===== config.mk =====
export PLATFORM = sky130hd
export DESIGN_NAME = fetch_ctrl
export DESIGN_NICKNAME = d
export VERILOG_FILES = /design/src/rtl/fetch_ctrl_pkg.sv /design/src/rtl/fetch_ctrl_redirect_mux.sv /design/src/rtl/fetch_ctrl.sv
export SDC_FILE = /design/constraint.sdc
export NUM_CORES = 1
export LEC_CHECK = 0
export CORE_AREA = 8 8 195 197
export DETAILED_ROUTE_END_ITERATION = 8
export DIE_AREA = 0 0 203 205
export HOLD_SLACK_MARGIN = 0.06
export PLACE_DENSITY = 0.71
export SLEW_MARGIN = 10
export SYNTH_ARGS = -nofsm -noshare
export SYNTH_HDL_FRONTEND = slang
export SYNTH_SLANG_ARGS = --single-unit
export TNS_END_PERCENT = 20

===== constraint.sdc =====
create_clock -name clk -period 2.2 [get_ports clk]
set_input_delay 0.22 -clock clk [delete_from_list [all_inputs] [get_ports clk]]
set_output_delay 0.22 -clock clk [all_outputs]
set_load 0.02 [all_outputs]

===== src/rtl/fetch_ctrl_pkg.sv =====
// Shared fetch-sequencer definitions: widths, reset PC, FSM state and IF/ID payload.
package fetch_ctrl_pkg;

    localparam int unsigned XLEN = 64;
    localparam int unsigned ILEN = 32;
    localparam int unsigned INC  = 4;

    // Must track the PC register reset value.
    localparam logic [XLEN-1:0] RESET_PC = '0;

    typedef enum logic [1:0] {
        REQ  = 2'd0,
        WAIT = 2'd1,
        KILL = 2'd2,
        HOLD = 2'd3
    } fetch_state_e;

    typedef struct packed {
        logic [ILEN-1:0] inst;
        logic [XLEN-1:0] pc;
    } fetch_pkt_t;

endpackage


===== src/rtl/fetch_ctrl_redirect_mux.sv =====
// Redirect detect and target select: trap beats mret beats branch.
module redirect_mux
    import fetch_ctrl_pkg::*;
(
    input  logic            trap_valid,
    input  logic [XLEN-1:0] trap_vec,
    input  logic            mret_valid,
    input  logic [XLEN-1:0] mepc,
    input  logic            br_taken,
    input  logic [XLEN-1:0] br_target,
    output logic            redirect_c,
    output logic [XLEN-1:0] target_c
);

    always_comb begin
        redirect_c = trap_valid | mret_valid | br_taken;
        target_c   = br_target;
        if (trap_valid) begin
            target_c = trap_vec;
        end else if (mret_valid) begin
            target_c = mepc;
        end
    end

endmodule


===== src/rtl/fetch_ctrl.sv =====
// Fetch sequencer: PC load control, single-outstanding imem handshake, stale-response kill.
module fetch_ctrl
    import fetch_ctrl_pkg::*;
(
    input  logic            clk,
    input  logic            rstn,
    input  logic [XLEN-1:0] pc,
    output logic            pc_stall,
    output logic [XLEN-1:0] npc,
    input  logic            br_taken_exe,
    input  logic [XLEN-1:0] br_target_exe,
    input  logic            trap_valid,
    input  logic [XLEN-1:0] trap_vec,
    input  logic            mret_valid,
    input  logic [XLEN-1:0] mepc,
    output logic            imem_req_valid,
    output logic [XLEN-1:0] imem_req_addr,
    input  logic            imem_req_ready,
    input  logic            imem_resp_valid,
    input  logic [ILEN-1:0] imem_resp_data,
    output logic            if_valid,
    output logic [ILEN-1:0] if_inst,
    output logic [XLEN-1:0] if_pc,
    input  logic            id_ready
);

    fetch_state_e    state_q, state_d;
    logic [XLEN-1:0] req_pc_q;
    logic            if_valid_q;
    fetch_pkt_t      if_pkt_q;

    logic            redirect_c;
    logic [XLEN-1:0] target_c;
    logic            handshake_c;
    logic            latch_req_c;
    logic            load_if_c;
    logic            clear_if_c;

    redirect_mux u_redirect_mux (
        .trap_valid (trap_valid),
        .trap_vec   (trap_vec),
        .mret_valid (mret_valid),
        .mepc       (mepc),
        .br_taken   (br_taken_exe),
        .br_target  (br_target_exe),
        .redirect_c (redirect_c),
        .target_c   (target_c)
    );

    // PC register control; the sequential add wraps naturally at XLEN bits.
    assign handshake_c   = imem_req_valid & imem_req_ready;
    assign imem_req_addr = pc;
    assign pc_stall      = ~(redirect_c | handshake_c);
    assign npc           = redirect_c ? target_c : pc + XLEN'(INC);

    always_comb begin
        state_d        = state_q;
        imem_req_valid = 1'b0;
        latch_req_c    = 1'b0;
        load_if_c      = 1'b0;
        clear_if_c     = 1'b0;
        case (state_q)
            REQ: begin
                imem_req_valid = 1'b1;
                if (imem_req_ready) begin
                    latch_req_c = 1'b1;
                    state_d     = redirect_c ? KILL : WAIT;
                end
            end
            WAIT: begin
                // A response coincident with a redirect is already stale: drop it here.
                if (redirect_c) begin
                    state_d = imem_resp_valid ? REQ : KILL;
                end else if (imem_resp_valid) begin
                    load_if_c = 1'b1;
                    state_d   = HOLD;
                end
            end
            KILL: begin
                if (imem_resp_valid) begin
                    state_d = REQ;
                end
            end
            HOLD: begin
                if (redirect_c || id_ready) begin
                    clear_if_c = 1'b1;
                    state_d    = REQ;
                end
            end
            default: state_d = REQ;
        endcase
    end

    always_ff @(posedge clk or negedge rstn) begin
        if (!rstn) begin
            state_q    <= REQ;
            req_pc_q   <= RESET_PC;
            if_valid_q <= 1'b0;
            if_pkt_q   <= '0;
        end else begin
            state_q <= state_d;
            if (latch_req_c) begin
                req_pc_q <= pc;
            end
            if (load_if_c) begin
                if_valid_q <= 1'b1;
                if_pkt_q   <= '{inst: imem_resp_data, pc: req_pc_q};
            end else if (clear_if_c) begin
                if_valid_q <= 1'b0;
            end
        end
    end

    assign if_valid = if_valid_q;
    assign if_inst  = if_pkt_q.inst;
    assign if_pc    = if_pkt_q.pc;

    // Memory must never answer while no request is outstanding.
    resp_in_req_a: assert property (@(posedge clk) disable iff (!rstn)
        !(state_q == REQ && imem_resp_valid));

endmodule


==> results.yml <==
status:
  status: "finished with violations"
  violations: "negative setup slack"
hold_path:
  hold_path.class: "primary input to flip-flop"
  hold_start: "pc[15]"
  worstHoldPathCells: 2
  min_to: "req_pc_q[15]$_DFFE_PN0P_"
power_and_ir_drop:
  switching_power_mw: 3.310
  peakVddDrop_mv: 0.5333
  p_per_area_mw_per_mm2: 554.5
  seq_power_share_pct: 37.6
  switching_share_pct: 32.72
  leakage_nw: 8.051
  combPwrFrac_pct: 31.8
  p_int_mw: 6.807
  pwr-share-clk_pct: 30.6
critical_path:
  path_cells: "buf_8 -> nand4_1 -> buf_4 -> or4_4 -> nor4_4 -> buf_4 -> mux2i_1 -> or3_1 -> buf_6"
  cp_num_buf_inv: 4
  crit_path_frequent_cell: "buf_4"
  timing.rr.start: "state_q[1]$_DFFE_PN0P_"
  r2r_slack_ps: 490
  critPathLaunchType: "primary input"
  cp_slowest_stage_delay_ps: 560
  cp_max_fo: 5
  worstSetupEndpointType: "primary output"
  crit_type: "primary input to primary output"
  arrival_ps: 2230
  critPathTopFamily: "simple AND/OR/NAND/NOR gates"
  r2r-end: "req_pc_q[11]$_DFFE_PN0P_"
  rr_worst_depth: 4
  required_ps: 1980
  slowest_stage: "or4_4"
finish:
  drive_above_1_share_pct: 38.50
  fin_cells: 2156
  layout.nets: 1975
  area_delta_synth_final_pct: 81.55
  utilization_pct: 52.19
sta:
  fmaxAchievable_mhz: 407.4
  layout_setup_ws_ps: -254.6
  worst_pin_slew_ps: 842.1
  relSlewSlack_pct: 43.52
  final-setup-viol-count: 31
  rsz0062_at_grt: "yes"
  slew_viol_final: 0
  fin_skew_ps: 13.15
  finalHoldViolations: 0
  period_share_pct: 111.6
  layout_min_cycle_time_ps: 2455
route:
  drtAntennaViolNets: 0
  wl_mm: 51.94
  vias_per_cell: 5.043
  first_pass_iters: 5
  wl_per_cell_um: 24.09
  via_count: 10870
  drt-initial-drc-count: 644
  drc_errors: 0
global_route:
  grt_usage_pct: 23.90
  grt_max_degree: 65
  grt_pass1_vias: 11620
  overflow: 0
  antenna_found_initial: 6
  grt_pass1_wl_mm: 74.84
placement:
  dp_slack_ps: -1401
  place.gp.congestion: 0.9459
  place_inst: 2087
  io_buffers: 522
  dpl.hpwl_mm: 41.57
floorplan:
  die_y_um: 205
  initial_core_util_pct: 28.75
  rows: 69
  core_mm2: 0.03496
  pin_count: 523
  fp.dieArea_mm2: 0.04162
  die_w_um: 203
synth:
  synth_ff_type: "dfrtp_1"
  synth_edf_count: 0
  netlist_area_mm2: 0.01005
  ys_seq_area_share_pct: 40.58
  ys_ff_latch: 163
  ys_warn_count: 0
  ys_types: 43
  syn_avg_cell_area_um2: 9.902
  async_flop_share_pct: 100.0
  synthesis.nets: 1312
  postSynthCellCount: 1015
clocking:
  clkTransAtPathRegs_ps: 80
  cts_sinks: 163
  cts-root-buf: "clkbuf_16"
  clockBufferDepth: 2
  htreeDepth: 4
  clock_latency_ps: 440
  cts_tree: "done"
  cts_made_buffers: 17
job:
  drv_cap: 0
[state kept, by name (all words and copies together), names as in the netlist]
signal    count
if_pc        64
req_pc_q     64
if_inst      32
state_q       2
if_valid      1
[worst register-to-register path: cells and delay by family, from the launching register on]
family                 cells  cell delay (ps)
buffers and inverters      1              350
and+or+nand+nor            2              370
DFF                        1              390
muxes                      1              480
[synthesized netlist by cell type (13+ instances only)]
cell type,number,share of area (%)
nor4_1,21,1.3
xor2_1,20,1.7
inv_1,15,0.56
mux2_2,163,18
clkbuf_1,46,1.7
o21ai_0,17,0.85
buf_4,64,4.8
a211oi_1,28,2.1
xnor2_1,24,2.1
dfrtp_1,163,41
and3_1,13,0.81
buf_1,14,0.52
a21oi_1,72,3.6
nand3_1,27,1.3
nand2_1,68,2.5
nand4_1,34,2.1
nor2_1,84,3.1
mux2i_1,45,4.5
[power groups by stage]
| stage | logic, mW | clock network (mW) | registers, mW |
|---|---|---|---|
| after floorplan | 1.35 | 0 | 3.88 |
| after global routing | 3.42 | 3.31 | 3.87 |
| after detailed placement | 3.20 | 0 | 3.86 |
| after global placement | 3.16 | 0 | 3.82 |
| final | 3.21 | 3.10 | 3.80 |
| after CTS | 3.22 | 3.18 | 3.80 |
[stage by stage]
step | cell area, um2 | setup TNS (ps) | hold WS (ps) | total power, mW
floorplan | 10060 | -20.49 | -75.59 | 5.227
finish | 18250 | -4195 | 86.52 | 10.12
global route | 18250 | -6861 | 74.27 | 10.60
global placement | 16890 | -61910 | 258.7 | 6.972
CTS | 18100 | -5836 | 86.95 | 10.20
detailed placement | 16890 | -62840 | 281.8 | 7.062
[cell families after synthesis]
family	Yosys count	share of synthesized area [%]
and+or+nand+nor	294	14.84
AOI/OAI and AO/OA	158	9.834
buffers and inverters	147	8.042
muxes	208	22.74
adders and majority gates	1	0.1245
xor gates and xnor gates	44	3.834
DFF	163	40.58
[per-layer routing]
layer,global-route usage [%],wire (um)
met1,27.98,20680
met2,40.75,25350
met3,7.479,4336
met4,8.702,1540
met5,0,30
[repair_timing]
action / CTS / global route
setup endpoints to repair: 64 / 50
hold buffers: 1 / 0
endpoints found under the hold margin: 57 / 0
pin swaps: 63 / 35
resized for setup: 544 / 74
buffers inserted: 25 / 11
[area by class of cell]
class                      count  area, um2
fill                        3207      16720
sequential                   163       4079
multi-input combinational    705       5812
clock inverter                14      157.7
inverter                      15      56.30
clock buffer                  18      439.2
tap                          461      576.8
antenna                        4      10.01
timing repair buffer         776       7117
[worst max-delay path by stage]
| stage | from | end | slack [ps] | cells after the start |
|---|---|---|---|---|
| global route | pc[3] | npc[57] | -330 | 9 |
| global placement | pc[10] | npc[47] | -1360 | 9 |
| detailed placement | pc[10] | npc[47] | -1400 | 9 |
| finish | pc[3] | npc[57] | -250 | 9 |
| CTS | pc[2] | npc[57] | -380 | 10 |
| floorplan | pc[51] | npc[58] | -20 | 5 |
[layout by cell type, fill, tap and decap left out, drive strengths merged, types with 12 or more instances in the layout]
master,count
inv,21
nor4,23
clkbuf,28
nand3,27
dlygate4sd2,20
a21oi,72
or4,13
clkdlybuf4s50,395
a211oi,28
and3,13
nand4,35
o221ai,12
xor2,20
xnor2,24
mux2i,45
mux2,163
nor2,84
o21ai,17
dfrtp,163
nand2,68
buf,346
Power figures use the tool's default switching activity.
